`src/rtl/im_loader.sv`:
```
// -----------------------------------------------------------------------------
// im_loader
//
// Loads a program into instruction memory from a framed byte stream before the
// single-cycle core is released. The frame layout is
//   LEN_LO, LEN_HI, 4*LEN data bytes (each word least-significant byte first),
//   CSUM (XOR of every data byte).
// Assembled words go out on a registered one-cycle write strobe. The core is
// held in reset until a frame is accepted with a matching checksum.
//
// Handshake: a byte is consumed on a rising clock edge exactly when
// in_valid && in_ready. in_ready is a pure function of the current state:
// high in LEN0, LEN1, DATA and CSUM, low in IDLE, DONE and ERR. It never drops
// inside DATA, so one byte per cycle is sustained.
//
// Ports
//   clk        : clock, all state changes on posedge
//   rst        : synchronous active-high reset
//   start      : one-cycle pulse, starts a load from IDLE, DONE or ERR
//   in_valid   : in_byte carries a stream byte
//   in_byte    : stream byte
//   in_ready   : loader accepts a byte this cycle
//   im_we      : instruction-memory write strobe (one cycle per word)
//   im_addr    : byte address of the write, word aligned
//   im_wdata   : assembled 32-bit word
//   core_hold  : holds the core in reset while high
//   done       : last load succeeded
//   error      : last load failed (length overflow or checksum mismatch)
//   dbg_state  : current FSM state encoding, for observation only
// -----------------------------------------------------------------------------
module im_loader #(
  parameter int unsigned DEPTH     = 256,
  parameter logic [31:0] BASE_ADDR = 32'h0000_0000
) (
  input  logic        clk,
  input  logic        rst,
  input  logic        start,
  input  logic        in_valid,
  input  logic [7:0]  in_byte,
  output logic        in_ready,
  output logic        im_we,
  output logic [31:0] im_addr,
  output logic [31:0] im_wdata,
  output logic        core_hold,
  output logic        done,
  output logic        error,
  output logic [2:0]  dbg_state
);

  // word_idx must be able to count up to DEPTH itself.
  localparam int unsigned WIDX_W = $clog2(DEPTH + 1);

  typedef enum logic [2:0] {
    ST_IDLE = 3'd0,
    ST_LEN0 = 3'd1,
    ST_LEN1 = 3'd2,
    ST_DATA = 3'd3,
    ST_CSUM = 3'd4,
    ST_DONE = 3'd5,
    ST_ERR  = 3'd6
  } state_e;

  state_e              state_q, state_d;
  logic [15:0]         len_q, len_d;
  // Only lanes 0..2 are stored; lane 3 is taken straight from in_byte when
  // the word is completed.
  logic [23:0]         word_q, word_d;
  logic [1:0]          byte_idx_q, byte_idx_d;
  logic [WIDX_W-1:0]   word_idx_q, word_idx_d;
  logic [7:0]          csum_q, csum_d;
  logic                im_we_q, im_we_d;
  logic [31:0]         im_addr_q, im_addr_d;
  logic [31:0]         im_wdata_q, im_wdata_d;
  logic                done_q, done_d;
  logic                error_q, error_d;
  logic                core_hold_q, core_hold_d;

  logic                accept;
  logic [15:0]         len_full;
  logic [31:0]         word_off;
  logic                last_word;

  assign in_ready  = (state_q == ST_LEN0) || (state_q == ST_LEN1) ||
                     (state_q == ST_DATA) || (state_q == ST_CSUM);
  assign accept    = in_valid && in_ready;
  assign len_full  = {in_byte, len_q[7:0]};
  assign word_off  = 32'(word_idx_q) << 2;
  // True while the word currently being assembled is word len-1.
  assign last_word = (32'(word_idx_q) + 32'd1) == 32'(len_q);

  always_comb begin
    state_d     = state_q;
    len_d       = len_q;
    word_d      = word_q;
    byte_idx_d  = byte_idx_q;
    word_idx_d  = word_idx_q;
    csum_d      = csum_q;
    im_we_d     = 1'b0;
    im_addr_d   = im_addr_q;
    im_wdata_d  = im_wdata_q;
    done_d      = done_q;
    error_d     = error_q;
    core_hold_d = core_hold_q;

    case (state_q)
      ST_IDLE, ST_DONE, ST_ERR: begin
        if (start) begin
          state_d     = ST_LEN0;
          done_d      = 1'b0;
          error_d     = 1'b0;
          core_hold_d = 1'b1;
          csum_d      = 8'h00;
          word_idx_d  = '0;
          byte_idx_d  = 2'd0;
          word_d      = 24'h0;
        end
      end

      ST_LEN0: begin
        if (accept) begin
          len_d[7:0] = in_byte;
          state_d    = ST_LEN1;
        end
      end

      ST_LEN1: begin
        if (accept) begin
          len_d[15:8] = in_byte;
          if (32'(len_full) > DEPTH) begin
            state_d = ST_ERR;
            error_d = 1'b1;
          end else if (len_full == 16'h0000) begin
            state_d = ST_CSUM;
          end else begin
            state_d = ST_DATA;
          end
        end
      end

      ST_DATA: begin
        if (accept) begin
          csum_d     = csum_q ^ in_byte;
          byte_idx_d = byte_idx_q + 2'd1;
          case (byte_idx_q)
            2'd0: word_d[7:0]   = in_byte;
            2'd1: word_d[15:8]  = in_byte;
            2'd2: word_d[23:16] = in_byte;
            default: begin
              // Fourth byte completes the word: register the write so the
              // strobe, address and data all appear together next cycle.
              im_we_d    = 1'b1;
              im_addr_d  = BASE_ADDR + word_off;
              im_wdata_d = {in_byte, word_q};
              word_idx_d = word_idx_q + {{(WIDX_W-1){1'b0}}, 1'b1};
              if (last_word) begin
                state_d = ST_CSUM;
              end
            end
          endcase
        end
      end

      ST_CSUM: begin
        if (accept) begin
          if (in_byte == csum_q) begin
            state_d     = ST_DONE;
            done_d      = 1'b1;
            core_hold_d = 1'b0;
          end else begin
            state_d = ST_ERR;
            error_d = 1'b1;
          end
        end
      end

      default: state_d = ST_IDLE;
    endcase
  end

  always_ff @(posedge clk) begin
    if (rst) begin
      state_q     <= ST_IDLE;
      len_q       <= 16'h0000;
      word_q      <= 24'h0;
      byte_idx_q  <= 2'd0;
      word_idx_q  <= '0;
      csum_q      <= 8'h00;
      im_we_q     <= 1'b0;
      im_addr_q   <= BASE_ADDR;
      im_wdata_q  <= 32'h0;
      done_q      <= 1'b0;
      error_q     <= 1'b0;
      core_hold_q <= 1'b1;
    end else begin
      state_q     <= state_d;
      len_q       <= len_d;
      word_q      <= word_d;
      byte_idx_q  <= byte_idx_d;
      word_idx_q  <= word_idx_d;
      csum_q      <= csum_d;
      im_we_q     <= im_we_d;
      im_addr_q   <= im_addr_d;
      im_wdata_q  <= im_wdata_d;
      done_q      <= done_d;
      error_q     <= error_d;
      core_hold_q <= core_hold_d;
    end
  end

  assign im_we     = im_we_q;
  assign im_addr   = im_addr_q;
  assign im_wdata  = im_wdata_q;
  assign done      = done_q;
  assign error     = error_q;
  assign core_hold = core_hold_q;
  assign dbg_state = state_q;

endmodule

```
`config.mk`:
```
export PLATFORM = sky130hd
export DESIGN_NAME = im_loader
export DESIGN_NICKNAME = d
export VERILOG_FILES = /design/src/rtl/im_loader.sv
export SDC_FILE = /design/constraint.sdc
export NUM_CORES = 1
export LEC_CHECK = 0
export BUFFER_PORTS_ARGS = -buffer_cell sky130_fd_sc_hd__buf_4
export CAP_MARGIN = 20
export CELL_PAD_IN_SITES_DETAIL_PLACEMENT = 0
export CELL_PAD_IN_SITES_GLOBAL_PLACEMENT = 1
export CORE_AREA = 2 2 140 129
export DETAILED_ROUTE_END_ITERATION = 10
export DIE_AREA = 0 0 142 131
export PLACE_DENSITY_LB_ADDON = 0.12
export SLEW_MARGIN = 20
export SYNTH_ARGS = -nofsm -noshare
export SYNTH_HDL_FRONTEND = slang
export SYNTH_SLANG_ARGS = --single-unit
```
`constraint.sdc`:
```
create_clock -name clk -period 2.9 [get_ports clk]
set_input_delay 0.58 -clock clk [delete_from_list [all_inputs] [get_ports clk]]
set_output_delay 0.58 -clock clk [all_outputs]
set_load 0.02 [all_outputs]
```
==> flow_summary_export.csv, run 1 <==
group,metric,value,unit
final_layout,final_area,5880,um2
drt,via_count,4119,
logic_synthesis,syn_area_per_cell,8.49,um2
placement,pre_cts_slack,0.532,ns
sta,timing.max_slew.rel_slack,47.8,%
logic_synthesis,netlist_area,5060,um2
global_routing,gr-total-overflow,0,
logic_synthesis,synthArstFlopShare,0,%
final_layout,synthToLayoutAreaGrowth,16.1,%
clock_tree,cts_sinks,107,
critical_path,cpMaxStageDelayCell,"or4_1",
critical_path,r2r_start,"word_idx_q[4]$_SDFFE_PP0P_",
sta,maxSlewViolCount,0,
floorplan,ios,84,
clock_tree,cts_root_buf,"clkbuf_16",
logic_synthesis,yosysWarnings,0,
logic_synthesis,ys_ff_latch,107,
logic_synthesis,yosysTopAreaCellShare,42.3,%
floorplan,start_util,29.4,%
critical_path,crit_fanout,8,
final_layout,drive_gt1_share,16.1,%
clock_tree,postCtsSetupBuffers,0,
final_layout,finish.utilization,34.2,%
critical_path,critPathKind,"reg -> reg",
sta,hold_viol_final,0,
drt,wl_met3,602,um
logic_synthesis,synth-simple-area-share,22.4,%
logic_synthesis,ys_top_cells_by_count,"107 x dfxtp_1, 91 x nand2_1, 65 x nor2_1",
critical_path,critPathLaunch,"word_idx_q[4]$_SDFFE_PP0P_",
power_and_ir_drop,power.total,0.00383,W
placement,placed_cell_area,5610,um2
power_and_ir_drop,cellPowerDensity,652,nW/um2
hold_path,hp-start,"im_wdata[4]$_SDFFE_PP0P_",
floorplan,die_h,131,um
clock_tree,clkTransAtPathRegs,0.07,ns
critical_path,worstPathCellList,"nand4_1 -> o21ai_0 -> o211ai_1 -> or4_1 -> o32ai_2 -> a221oi_1",
logic_synthesis,synthFlopType,"dfxtp_1",
clock_tree,postCtsHoldBufs,0,
logic_synthesis,synth_top_family_by_area,"simple AND/OR/NAND/NOR gates",
outcome,status,"complete, no violations",
sta,max_freq,417,MHz
sta,setup_tns,0,ns
final_layout,fin_nets,660,
final_layout,fillers,1817,
drt,m1WireLength,6900,um
sta,period_needed,2.40,ns
critical_path,critPathMaxStageDelay,0.57,ns
power_and_ir_drop,ir_worst_vdd,0.341,mV
drt,routed_wl,13500,um
final_layout,insertedDiodeCount,0,
global_routing,antenna_found_initial,0,
global_routing,grt_pass1_vias,3819,
drt,route.met2.wl,5890,um
logic_synthesis,synthXorXnorAreaFrac,2.42,%
drt,topRoutingLayerUsed,"met4",
logic_synthesis,synth_area_leaders,"dfxtp_1 42%, mux2i_1 8.3%, nand2_1 6.8%",
logic_synthesis,yosysTopAreaCell,"dfxtp_1",
hold_path,min_path_type,"reg -> reg",
global_routing,grt.total_usage,15.0,%
critical_path,cp_num_buf_inv,0,
drt,drt_first_pass_iters,5,
logic_synthesis,synth_fa_ha_area_share,1.24,%
power_and_ir_drop,p_leak,2.21,nW
logic_synthesis,synth_edf_count,0,
critical_path,cp_top_family,"simple AND/OR/NAND/NOR gates",
placement,hpwlAfterDp,9450,um
clock_tree,cts_buffer_depth,2,
logic_synthesis,synth_most_common_cell,"dfxtp_1",
floorplan,std_cell_rows,46,
clock_tree,cts_resized,0,
drt,ant_nets,0,
floorplan,fp.dieArea,18600,um2
logic_synthesis,synth-compound-area-share,14.5,%
global_routing,grt_pass1_wl,21500,um
clock_tree,worstSkewPairLatency,0.35,ns
placement,port_buffers,60,
drt,wl_per_cell,15.7,um
drt,routed_via_density,4.77,
logic_synthesis,synthMuxAreaShare,8.53,%
clock_tree,cts_made_buffers,9,
global_routing,grt_max_degree,65,
drt,drc_errors,0,
critical_path,cp-start-kind,"flip-flop",
placement,gp_congestion,0.820,
drt,drt_iter0_drc,289,
logic_synthesis,synth_cell_types,60,
critical_path,cp-end-kind,"flip-flop",
critical_path,critPathRequiredTime,3.10,ns
logic_synthesis,synthCells,596,
clock_tree,cts_tree,"done",
floorplan,coreArea,17200,um2
floorplan,die_w,142,um
clock_tree,cts-htree-levels,3,
sta,setup_violations,0,
logic_synthesis,yosysSeqAreaShare,42.3,%
flow_run,cap_violations,0,
sta,rsz0062_at_grt,"false",
sta,tightest_slew,0.777,ns
critical_path,cp.arrival,2.60,ns
sta,finalCritPeriodShare,82.7,%
sta,skew,0.00927,ns
sta,worst_slack,0.501,ns
-- layer usage --
layer,track usage [%],vias to the layer above
li1,-,2069
met1,21.7,1943
met2,22.2,96
met3,3.90,11
met4,3.65,0
met5,0,-
-- layout by cell type, fill, tap and decap left out, types with 9 or more instances in the layout --
master | Yosys | layout
inv_1 | 12 | 12
xnor2_1 | 10 | 10
o21ai_0 | 26 | 26
buf_4 | 35 | 75
and2_1 | 11 | 11
dfxtp_1 | 107 | 107
nand2_1 | 91 | 91
mux2i_1 | 42 | 42
conb_1 | 1 | 23
nor2_1 | 65 | 65
clkbuf_16 | 0 | 9
a21oi_1 | 62 | 62
-- metrics by stage --
stage | hold slack, ns | cells
floorplan | 0.431 | 618
global placement | 0.438 | 848
detailed placement | 0.446 | 848
CTS | 0.456 | 863
global route | 0.472 | 863
finish | 0.454 | 863
-- where the power goes --
group | leakage, nW | internal [W] | total (W) | switching, W
Clock | 0.126 | 0.000602 | 0.00114 | 0.000537
Sequential | 0.864 | 0.00154 | 0.00164 | 0.0000963
Combinational | 1.22 | 0.000419 | 0.00106 | 0.000637
-- cells by family after synthesis --
family | count (synthesis)
multiplexers | 43
AND/OR/NAND/NOR | 227
adder cells (fa/ha/maj) | 5
buffers and inverters | 74
flip-flops | 107
AO/OA/AOI/OAI | 125
other | 1
XOR/XNOR | 14
-- area by class of cell --
type	count	area (um2)	area share [%]
Timing Repair Buffer	76	583	9.92
Inverter	12	45.0	0.766
Clock buffer	13	250	4.26
Sequential cell	107	2140	36.4
Clock inverter	2	12.5	0.213
Tap cell	216	270	4.60
Multi-Input combinational cell	437	2570	43.8
-- worst register-to-register path, cell delays in order (launching register included) --
cell and delay (ns):
dfxtp_1 0.56, nand4_1 0.29, o21ai_0 0.24, o211ai_1 0.10, or4_1 0.57, o32ai_2 0.37, a221oi_1 0.13
-- sequential cells by signal, indices dropped and copies added (netlist names), 2 cells and up --
name and flops:
word_q 24, csum_q 8, word_idx_q 9, len_q 16, im_addr 9, dbg_state 3
byte_idx_q 2, im_wdata 32
-- final timing paths --
path	end	cells past startpoint	slack [ns]
worst min register to register	im_wdata[4]$_SDFFE_PP0P_	2	0.45
worst max register to register	dbg_state[0]$_SDFFE_PP0P_	6	0.50
worst max-delay path	dbg_state[0]$_SDFFE_PP0P_	6	0.50
worst min-delay path	im_wdata[4]$_SDFFE_PP0P_	2	0.45
Note: power is estimated with default switching activity, not from simulation.
==> run 2, diff against run 1 <==
==> constraint.sdc (replaced) <==
create_clock -name clk -period 2.06 [get_ports clk]
set_input_delay 0.412 -clock clk [delete_from_list [all_inputs] [get_ports clk]]
set_output_delay 0.412 -clock clk [all_outputs]
set_load 0.02 [all_outputs]
==> flow_summary_export.csv, run 2 (synthesis results as in run 1) <==
group,metric,value,unit
flow_run,cap_violations,0,
global_routing,grt_pass1_vias,4092,
placement,hpwlAfterDp,9970,um
final_layout,synthToLayoutAreaGrowth,23.7,%
sta,hold_viol_final,0,
clock_tree,cts-htree-levels,3,
outcome,status,"complete, no violations",
clock_tree,cts_tree,"done",
floorplan,die_w,142,um
power_and_ir_drop,p_leak,2.44,nW
clock_tree,postCtsHoldBufs,0,
sta,timing.max_slew.rel_slack,63.8,%
critical_path,cp.arrival,2.24,ns
global_routing,gr-total-overflow,0,
drt,drc_errors,0,
floorplan,die_h,131,um
final_layout,insertedDiodeCount,0,
sta,rsz0062_at_grt,"true",
clock_tree,cts_sinks,107,
placement,port_buffers,60,
critical_path,cp_top_family,"compound AO/OA/AOI/OAI gates",
critical_path,cp_num_buf_inv,0,
power_and_ir_drop,power.total,0.00562,W
sta,max_freq,492,MHz
clock_tree,postCtsSetupBuffers,0,
hold_path,min_path_type,"in -> reg",
drt,via_count,4271,
placement,gp_congestion,0.804,
final_layout,fillers,1806,
floorplan,ios,84,
final_layout,layout_common_cells,"114 x buf_4, 103 x dfxtp_1, 91 x nand2_1, 65 x nor2_1, 62 x a21oi_1",
global_routing,grt.total_usage,15.0,%
global_routing,grt_max_degree,42,
global_routing,antenna_found_initial,0,
drt,drt_iter0_drc,166,
critical_path,critPathRequiredTime,2.27,ns
critical_path,ff2ff_path_depth,7,
final_layout,final_cells,905,
clock_tree,cts_root_buf,"clkbuf_16",
critical_path,critPathMaxStageDelay,0.44,ns
placement,pre_cts_slack,-0.0922,ns
sta,skew,0.0117,ns
drt,routed_via_density,4.72,
critical_path,cp-end-kind,"flip-flop",
power_and_ir_drop,cellPowerDensity,898,nW/um2
sta,period_needed,2.03,ns
sta,maxSlewViolCount,0,
drt,drt_first_pass_iters,4,
sta,setup_violations,0,
hold_path,min_to,"core_hold$_SDFFE_PP1P_",
critical_path,critPathKind,"reg -> reg",
power_and_ir_drop,ir_worst_vdd,0.379,mV
critical_path,cp-start-kind,"flip-flop",
final_layout,drive_gt1_share,22.9,%
clock_tree,clkTransAtPathRegs,0.08,ns
final_layout,fin_nets,701,
drt,ant_nets,0,
sta,worst_slack,0.0262,ns
clock_tree,worstSkewPairLatency,0.35,ns
hold_path,holdPathStages,3,
critical_path,worstPathCellList,"ha_4 -> xor2_1 -> a211oi_1 -> nand4_1 -> or4_4 -> o32ai_4 -> a221oi_1",
final_layout,largest_reg_flops,32,
floorplan,start_util,29.4,%
floorplan,coreArea,17200,um2
critical_path,crit_fanout,3,
clock_tree,cts_buffer_depth,2,
critical_path,r2r_end,"dbg_state[0]$_SDFFE_PP0P_",
global_routing,grt_pass1_wl,21600,um
placement,dp_cells,889,
drt,routed_wl,13800,um
final_layout,final_common_cell,"buf_4",
clock_tree,cts_made_buffers,9,
floorplan,std_cell_rows,46,
sta,finalCritPeriodShare,98.7,%
critical_path,r2r_start,"word_idx_q[0]$_SDFFE_PP0P_",
hold_path,hp-start,"start",
critical_path,reg2reg_slack,0.03,ns
drt,wl_per_cell,15.3,um
critical_path,cpMaxStageDelayCell,"or4_4",
floorplan,fp.dieArea,18600,um2
sta,tightest_slew,0.543,ns
-- run 2: cell type report --
| type | instances | area [um2] | area share, % |
|---|---|---|---|
| clock inverter | 5 | 36.3 | 0.580 |
| sequential | 107 | 2150 | 34.3 |
| multi-input combinational | 437 | 2610 | 41.7 |
| timing repair buffer | 117 | 907 | 14.5 |
| inverter | 12 | 45.0 | 0.720 |
| clock buffer | 11 | 243 | 3.88 |
| tap | 216 | 270 | 4.32 |
-- run 2: what timing repair did --
item,CTS,global route
pin swaps,1,2
endpoints found under the setup margin,4,18
hold endpoints to repair,0,0
resized for setup,9,3
-- run 2: metal layers --
metal | GRT usage (%) | up-vias | routed length, um
li1 | - | 2160 | -
met1 | 20.8 | 2024 | 7060
met2 | 23.9 | 76 | 6210
met3 | 3.10 | 11 | 419
met4 | 3.65 | 0 | 106
met5 | 0 | - | 0
-- run 2: through the flow --
step | util (%) | cell area [um2] | setup TNS [ns] | hold WS [ns]
6_report | 36.4 | 6260 | 0 | 0.420
5_1_grt | 36.4 | 6260 | -0.131 | 0.439
4_1_cts | 36.4 | 6260 | 0 | 0.405
3_5_place_dp | 34.5 | 5930 | -0.270 | 0.446
3_3_place_gp | 34.5 | 5930 | -0.0760 | 0.445
2_1_floorplan | - | 5140 | 0 | 0.431
-- run 2: power by group --
group	internal, W	leakage [nW]	switching (W)
sequential	0.00217	0.866	0.0000906
clock	0.000859	0.140	0.000795
combinational	0.000717	1.43	0.000993
total	0.00374	2.44	0.00188
-- run 2: how the worst max path moves through the flow --
stage / to / slack, ns / cells past startpoint / start
finish: dbg_state[0]$_SDFFE_PP0P_ / 0.03 / 7 / word_idx_q[0]$_SDFFE_PP0P_
global route: dbg_state[0]$_SDFFE_PP0P_ / -0.07 / 7 / word_idx_q[0]$_SDFFE_PP0P_
CTS: word_q[3]$_SDFFE_PP0P_ / 0.02 / 6 / dbg_state[1]$_SDFFE_PP0P_
detailed placement: dbg_state[0]$_SDFFE_PP0P_ / -0.09 / 7 / in_byte[2]
global placement: dbg_state[1]$_SDFFE_PP0P_ / -0.03 / 7 / in_byte[2]
floorplan: dbg_state[1]$_SDFFE_PP0P_ / 0.007 / 7 / word_idx_q[1]$_SDFFE_PP0P_
-- run 2: worst reg2reg max path: cells and delay by family (launching register included) --
| kind | cells | cell delay (ns) |
|---|---|---|
| AO/OA/AOI/OAI | 3 | 0.62 |
| XOR/XNOR | 1 | 0.14 |
| flip-flops | 1 | 0.34 |
| AND/OR/NAND/NOR | 2 | 0.56 |
| adder cells (fa/ha/maj) | 1 | 0.24 |
